===== config.mk =====
export PLATFORM = sky130hd
export DESIGN_NAME = sound_bus_arbiter
export DESIGN_NICKNAME = d
export VERILOG_FILES = /design/src/rtl/sound_bus_arbiter.sv
export SDC_FILE = /design/constraint.sdc
export NUM_CORES = 1
export LEC_CHECK = 0
export ABC_CLOCK_PERIOD_IN_PS = 7000
export CAP_MARGIN = 40
export CORE_MARGIN = 2
export CORE_UTILIZATION = 30
export CTS_BUF_LIST = sky130_fd_sc_hd__clkbuf_4
export CTS_CLUSTER_SIZE = 12
export DETAILED_ROUTE_END_ITERATION = 6
export PLACE_DENSITY = 0.76
export SLEW_MARGIN = 20
export SYNTH_ARGS = -nofsm -noshare
export SYNTH_HDL_FRONTEND = slang
export SYNTH_SLANG_ARGS = --single-unit

===== constraint.sdc =====
create_clock -name CLK_32M -period 7 [get_ports CLK_32M]
set_clock_uncertainty 0.2 [all_clocks]
set_input_delay 1.75 -clock CLK_32M [delete_from_list [all_inputs] [get_ports CLK_32M]]
set_output_delay 1.75 -clock CLK_32M [all_outputs]
set_load 0.02 [all_outputs]

===== src/rtl/sound_bus_arbiter.sv =====
// Sound-CPU RAM port arbiter: hands the 64 KB sound RAM between the Z80 and the host upload path.
// Optional forced takeover on missing BUSAK is enabled by defining SND_ARB_BUSAK_TIMEOUT_EN.
module sound_bus_arbiter #(
    parameter int RESET_HOLD    = 16,
    parameter int BUSAK_TIMEOUT = 4096
) (
    input  logic        CLK_32M,
    input  logic        reset_n,
    input  logic        host_req,
    input  logic        host_sel,
    input  logic        host_rd,
    input  logic        host_wr,
    input  logic [15:0] host_addr,
    input  logic [7:0]  host_din,
    output logic        host_grant,
    output logic        host_dout_valid,
    output logic [15:0] host_wr_count,
    input  logic [15:0] z80_addr,
    input  logic [7:0]  z80_dout,
    input  logic        z80_mreq_n,
    input  logic        z80_wr_n,
    input  logic        z80_busak_n,
    output logic        z80_busrq_n,
    output logic        z80_reset_n,
    output logic [15:0] ram_addr,
    output logic [7:0]  ram_data,
    output logic        ram_we,
    output logic        timeout_flag
);

    // state   | meaning
    // IDLE    | Z80 owns RAM, running
    // REQ     | BUSRQ asserted, Z80 still owns RAM until BUSAK
    // HOST    | host owns RAM, BUSRQ held
    // RELEASE | RAM back to Z80, Z80 held in reset for RESET_HOLD cycles
    typedef enum logic [1:0] {IDLE, REQ, HOST, RELEASE} state_t;

    localparam int HW = (RESET_HOLD < 2) ? 1 : $clog2(RESET_HOLD + 1);
    localparam logic [HW-1:0] HOLD_LOAD = HW'(RESET_HOLD);

    state_t        state;
    logic [HW-1:0] hold_cnt;
    logic          pending;

`ifdef SND_ARB_BUSAK_TIMEOUT_EN
    localparam int TW = (BUSAK_TIMEOUT < 2) ? 1 : $clog2(BUSAK_TIMEOUT);
    localparam logic [TW-1:0] REQ_LOAD = TW'(BUSAK_TIMEOUT - 1);
    logic [TW-1:0] req_cnt;
`else
    assign timeout_flag = 1'b0;
`endif

    always_comb begin
        if (host_grant) begin
            ram_addr = host_addr;
            ram_data = host_din;
            ram_we   = host_sel & host_wr;
        end else begin
            ram_addr = z80_addr;
            ram_data = z80_dout;
            ram_we   = ~z80_mreq_n & ~z80_wr_n;
        end
    end

    always_ff @(posedge CLK_32M or negedge reset_n) begin
        if (!reset_n) begin
            state           <= RELEASE;
            hold_cnt        <= HOLD_LOAD;
            pending         <= 1'b0;
            z80_busrq_n     <= 1'b1;
            z80_reset_n     <= 1'b0;
            host_grant      <= 1'b0;
            host_dout_valid <= 1'b0;
            host_wr_count   <= 16'h0000;
`ifdef SND_ARB_BUSAK_TIMEOUT_EN
            req_cnt         <= '0;
            timeout_flag    <= 1'b0;
`endif
        end else begin
            // RAM read is registered one cycle, so valid trails the strobe by one
            host_dout_valid <= host_grant & host_sel & host_rd;
            case (state)
                IDLE: begin
                    if (host_req) begin
                        state       <= REQ;
                        z80_busrq_n <= 1'b0;
`ifdef SND_ARB_BUSAK_TIMEOUT_EN
                        req_cnt     <= REQ_LOAD;
`endif
                    end
                end
                REQ: begin
                    if (!z80_busak_n) begin
                        state         <= HOST;
                        host_grant    <= 1'b1;
                        host_wr_count <= 16'h0000;
`ifdef SND_ARB_BUSAK_TIMEOUT_EN
                        timeout_flag  <= 1'b0;
`endif
                    end else if (!host_req) begin
                        state       <= IDLE;
                        z80_busrq_n <= 1'b1;
                    end
`ifdef SND_ARB_BUSAK_TIMEOUT_EN
                    else if (req_cnt == '0) begin
                        // Z80 never acknowledged: take the bus and keep it in reset
                        state         <= HOST;
                        host_grant    <= 1'b1;
                        host_wr_count <= 16'h0000;
                        z80_reset_n   <= 1'b0;
                        timeout_flag  <= 1'b1;
                    end else begin
                        req_cnt <= req_cnt - 1'b1;
                    end
`endif
                end
                HOST: begin
                    if (host_sel && host_wr)
                        host_wr_count <= host_wr_count + 16'h0001;
                    if (!host_req) begin
                        state       <= RELEASE;
                        host_grant  <= 1'b0;
                        z80_busrq_n <= 1'b1;
                        z80_reset_n <= 1'b0;
                        hold_cnt    <= HOLD_LOAD;
                    end
                end
                RELEASE: begin
                    if (host_req)
                        pending <= 1'b1;
                    if (hold_cnt <= HW'(1)) begin
                        pending     <= 1'b0;
                        z80_reset_n <= 1'b1;
                        if (pending || host_req) begin
                            state       <= REQ;
                            z80_busrq_n <= 1'b0;
`ifdef SND_ARB_BUSAK_TIMEOUT_EN
                            req_cnt     <= REQ_LOAD;
`endif
                        end else begin
                            state <= IDLE;
                        end
                    end else begin
                        hold_cnt <= hold_cnt - 1'b1;
                    end
                end
                default: state <= IDLE;
            endcase
        end
    end

endmodule

==> flow_metrics.tcl, run 1 <==
set metrics [dict create \
    final_max_slew_viol_count 0 \
    drive_gt1_share_pct 13.8 \
    fmax_mhz 197 \
    synthesis.nets 279 \
    grt_max_degree 29 \
    cts_tree "yes" \
    area_growth_pct 57.4 \
    ios 103 \
    finalWeightedCongestion 0.813 \
    grt_antenna_before_repair 0 \
    worst-setup-path-type "in2out" \
    initial_core_util_pct 31.2 \
    power.density_mw_per_mm2 258 \
    min_from "hold_cnt[4]" \
    insertedDiodeCount 0 \
    reg2reg_slack_ps 4270 \
    hp-class "reg2reg" \
    ys_ff_latch 28 \
    yosys_warnings 0 \
    final_common_cell "clkdlybuf4s50_1" \
    multiInputGateArea_mm2 0.00119 \
    outcome "completed" \
    utilization_pct 49.1 \
    cts_sinks 28 \
    post-route-period-util_pct 72.5 \
    seq_area_frac_synth_pct 35.7 \
    n_fill_cell 583 \
    totalWireLength_um 5860 \
    rsz0062_at_grt "no" \
    cts_resized 0 \
    vias 2030 \
    setup_slack_ps 1920 \
    htree_num_levels 1 \
    vias_per_cell 5.22 \
    root_buffer "clkbuf_4" \
    power_mw 0.804 \
    reg2reg_to "host_wr_count[7]" \
    hold_viol 0 \
    die_y_um 85.2 \
    layout_common_cells "clkdlybuf4s50_1 (101), mux2_2 (25), dfrtp_1 (24)" \
    avgSynthCellArea_um2 9.21 \
    placementRows 29 \
    end_kind "output pin" \
    arrival_ps 3130 \
    clk_pin_slew_worst_paths_ps 160 \
    required_ps 5050 \
    synthArstFlopShare_pct 100 \
    final-setup-viol-count 0 \
    core-area_mm2 0.00635 \
    max-slew-margin-rel_pct 44.0 \
    drcViolationCount 0 \
    cts_setup_buffers 0 \
    synth_ff_type "dfrtp_1" \
    hold_depth 2 \
    startpoint_type "input pin" \
    grt_first_pass_wirelength_um 9540 \
    insertion_delay_ps 340 \
    first_pass_iters 6 \
    fin_crit_ps 5080 \
    netlist_instances 215 \
    grt_overflow 0 \
    p_leak_nw 1.26 \
    hpwlAfterDp_um 4560 \
    port_buffers 101 \
    seqCellArea_um2 706 \
    reg2reg_depth 5 \
    dp_slack_ps 1920 \
    netlist-cell-type-count 45 \
    cts_buffer_depth 2 \
    worst_pin_slew_ps 834 \
    nNetsFinal 377 \
    die-area_mm2 0.00726 \
    ctsHoldBuffers 0 \
    critPathMaxFanout 4 \
    grt_pass1_vias 1950 \
    setup_tns_ps 0 \
    grt_use_total_pct 16.1 \
    maxCapViolCount 0 \
    min_to "hold_cnt[4]" \
    finalHoldWorstSlack_ps 331 \
    drt_iter0_markers 77 \
    syn_area_mm2 0.00198 \
    antenna_left 0 \
    wl_per_cell_um 15.1 \
    cts_made_buffers 3 \
    startpoint "host_sel" \
    synth_enable_flop_cells 0 \
    die_x_um 85.2 \
    ir_drop_mv 0.216 \
]
## synth_stat cells, types with 2 or more instances
cell type / number / area [um2]
mux2_2: 25 / 282
dfrtp_1: 24 / 601
nand2_1: 15 / 56.3
a21oi_1: 13 / 65.1
nor2_1: 13 / 48.8
nand3_1: 11 / 55.1
o21ai_0: 10 / 50.1
inv_1: 8 / 30.0
o31ai_1: 8 / 60.1
or4_1: 8 / 60.1
clkbuf_1: 7 / 26.3
ha_1: 7 / 87.6
or3_1: 6 / 37.5
mux2i_1: 5 / 50.1
nand2b_1: 5 / 31.3
and2_1: 4 / 25.0
and3_1: 4 / 25.0
dfstp_2: 4 / 105
nand4_1: 4 / 25.0
or2_2: 4 / 25.0
a211o_1: 2 / 17.5
and4_1: 2 / 17.5
nor2b_1: 2 / 12.5
nor3b_1: 2 / 15.0
o311ai_0: 2 / 17.5
## flip-flops by register name, summed over array words and instances (netlist names), named ones only
signal and flops:
hold_cnt 5, host_dout_valid 1, host_grant 1, host_wr_count 16, pending 1, state 1
z80_busrq_n 1, z80_reset_n 1
## worst max-delay path by stage
| stage | end | slack (ps) | cells past startpoint |
|---|---|---|---|
| final | ram_we | 1920 | 4 |
| after detailed placement | ram_we | 1920 | 4 |
| after global routing | ram_we | 1830 | 4 |
| after global placement | ram_we | 1940 | 4 |
| after floorplan | ram_we | 2820 | 3 |
| after CTS | ram_we | 1920 | 4 |
## worst max-delay path, cell delays in order
cell and delay [ps]:
clkdlybuf4s50_1 480, nand2_1 110, a21oi_1 170, clkdlybuf4s50_1 620
## metrics by stage
stage | cell area, um2 | std cells
finish | 3120 | 389
floorplan | 1980 | 215
global placement | 3050 | 384
global route | 3120 | 389
CTS | 3120 | 389
detailed placement | 3060 | 385
## cell families (layout without fill, tap and decap cells)
group / count (synthesis) / count (layout) / synth area share (%)
and+or+nand+nor: 83 / 83 / 23.1
other: 1 / 1 / 0.189
adders and majority gates: 7 / 7 / 4.42
buffers and inverters: 19 / 116 / 4.24
xor gates and xnor gates: 1 / 1 / 0.443
DFF: 28 / 28 / 35.7
muxes: 30 / 30 / 16.8
AOI/OAI and AO/OA: 46 / 46 / 15.2
## layer usage
metal / vias to the layer above / share of wire (%) / track usage, %
li1: 991 / - / -
met1: 988 / 43 / 20.3
met2: 41 / 51 / 28.6
met3: 10 / 3.4 / 3.02
met4: 0 / 1.8 / 3.61
met5: - / 0 / 0
## cell type report
cell class	instances	area share, %
clock buffers	3	0.723
repair buffers	104	33.4
well taps	77	3.09
clock inverters	1	0.964
inverters	8	0.964
flip-flops and latches	28	22.7
multi-input cells	168	38.2
## power breakdown
part / switching [mW] / internal (mW)
Clock: 0.0535 / 0.0580
Sequential: 0.0409 / 0.202
Combinational: 0.231 / 0.219
Total: 0.325 / 0.479
Power figures use the tool's default switching activity.
==> run 2: changes to the inputs <==
--- a/config.mk
+++ b/config.mk
@@ -5,7 +5,7 @@
 export SDC_FILE = /design/constraint.sdc
 export NUM_CORES = 1
 export LEC_CHECK = 0
-export ABC_CLOCK_PERIOD_IN_PS = 7000
+export ABC_CLOCK_PERIOD_IN_PS = 4800
 export CAP_MARGIN = 40
 export CORE_MARGIN = 2
 export CORE_UTILIZATION = 30
==> constraint.sdc (replaced) <==
create_clock -name CLK_32M -period 4.8 [get_ports CLK_32M]
set_clock_uncertainty 0.2 [all_clocks]
set_input_delay 1.2 -clock CLK_32M [delete_from_list [all_inputs] [get_ports CLK_32M]]
set_output_delay 1.2 -clock CLK_32M [all_outputs]
set_load 0.02 [all_outputs]
==> run 2 against run 1 <==
Net effect: critical path depth did not move; first-iteration DRC count rose by 25%; total power rose by 46%; clock power rose by 47%; final cell count did not move; sequential cell count did not move; via count fell by 1.2%; clock-buffer cell count did not move.
==> flow_metrics.tcl, run 2 (same netlist as run 1, synthesis figures left out) <==
set metrics [dict create \
    outcome "completed" \
    cts_tree "yes" \
    antenna_left 0 \
    cts_resized 0 \
    max-slew-margin-rel_pct 45.5 \
    port_buffers 101 \
    top_register "host_wr_count" \
    path_delay_family "buffers and inverters" \
    n_fill_cell 587 \
    min_to "hold_cnt[4]" \
    worst-setup-path-type "in2out" \
    maxCapViolCount 0 \
    cts_made_buffers 3 \
    worst_pin_slew_ps 813 \
    largestRegisters "host_wr_count (16), hold_cnt (5)" \
    first_pass_iters 4 \
    fmax_mhz 252 \
    multiInputGateArea_mm2 0.00119 \
    fin_crit_ps 3970 \
    nNetsFinal 377 \
    layout_common_cells "clkdlybuf4s50_1 (101), mux2_2 (25), dfrtp_1 (24)" \
    max_stage_delay_ps 620 \
    ir_drop_mv 0.270 \
    cp_cell_sequence "clkdlybuf4s50_1 > nand2_1 > a21oi_1 > clkdlybuf4s50_1" \
    wl_per_cell_um 14.9 \
    required_ps 3400 \
    totalWireLength_um 5800 \
    arrival_ps 2570 \
    area_growth_pct 57.4 \
    reg2reg_to "host_wr_count[11]" \
    drt_iter0_markers 96 \
    hold_viol 0 \
    root_buffer "clkbuf_4" \
    critPathBufInv 2 \
    hpwlAfterDp_um 4510 \
    insertedDiodeCount 0 \
    p_leak_nw 1.26 \
    place_inst 385 \
    critPathMaxFanout 4 \
    power_mw 1.17 \
    final_max_slew_viol_count 0 \
    cts_sinks 28 \
    stdcell_count 389 \
    die_y_um 85.2 \
    grt_first_pass_wirelength_um 9560 \
    cts_buffer_depth 2 \
    initial_core_util_pct 31.2 \
    finalHoldWorstSlack_ps 337 \
    startpoint_type "input pin" \
    power.density_mw_per_mm2 376 \
    htree_num_levels 1 \
    reg2reg_depth 5 \
    ctsHoldBuffers 0 \
    final_common_cell "clkdlybuf4s50_1" \
    drcViolationCount 0 \
    grt_overflow 0 \
    drive_gt1_share_pct 13.8 \
    setup_tns_ps 0 \
    crit_path_top_delay_cell "clkdlybuf4s50_1" \
    placementRows 29 \
    end_kind "output pin" \
    seqCellArea_um2 706 \
    die_x_um 85.2 \
    grt_antenna_before_repair 0 \
    utilization_pct 49.1 \
    die-area_mm2 0.00726 \
    grt_pass1_vias 1933 \
    core-area_mm2 0.00635 \
    reg2reg_slack_ps 2080 \
    grt_use_total_pct 16.1 \
    path_common_cell "clkdlybuf4s50_1" \
    insertion_delay_ps 340 \
    finalWeightedCongestion 0.813 \
    final-setup-viol-count 0 \
    min_from "hold_cnt[4]" \
    clk_pin_slew_worst_paths_ps 170 \
    vias_per_cell 5.15 \
    hp-class "reg2reg" \
    largest_reg_flops 16 \
    grt_max_degree 29 \
    vias 2005 \
    hold_depth 2 \
    ios 103 \
    rsz0062_at_grt "no" \
    cts_setup_buffers 0 \
    post-route-period-util_pct 82.7 \
]
[run 2: metrics by stage]
step                      instance area, um2  setup WS (ps)
after floorplan                         1980           1720
after global placement                  3050            840
after detailed placement                3060            826
after CTS                               3120            827
after global routing                    3120            736
final                                   3120            828
[run 2: worst max-delay path by stage]
stage | from | end | slack (ps) | depth (start not counted)
2_1_floorplan | z80_wr_n | ram_we | 1720 | 3
3_3_place_gp | host_sel | ram_we | 840 | 4
3_5_place_dp | host_sel | ram_we | 830 | 4
4_1_cts | host_sel | ram_we | 830 | 4
5_1_grt | host_sel | ram_we | 740 | 4
6_report | host_sel | ram_we | 830 | 4
[run 2: metal layers]
metal	global-route usage (%)	routed length (um)	part of all wire, %	up-vias
met1	20.7	2510	43	964
met5	0	0	0	-
met3	2.82	202	3.5	10
li1	-	-	-	986
met2	28.4	3000	52	45
met4	3.32	90	1.6	0
[run 2: area by class of cell]
class                   instances  area share (%)
flip-flops and latches         28            22.7
multi-input cells             168            38.2
well taps                      77            3.09
repair buffers                104            33.4
clock inverters                 1           0.964
clock buffers                   3           0.723
inverters                       8           0.964
[run 2: power breakdown]
group          switching [mW]  leakage [nW]  internal (mW)  total (mW)
logic                   0.334         0.872          0.319       0.653
clock network          0.0788        0.0279         0.0845       0.163
registers              0.0590         0.361          0.295       0.354
[run 2: worst reg2reg max path: stages, from the launching register on]
cell and delay, ps:
dfstp_2 610, ha_1 510, nor2_1 150, a211o_1 470, or4_1 570, a21oi_1 160
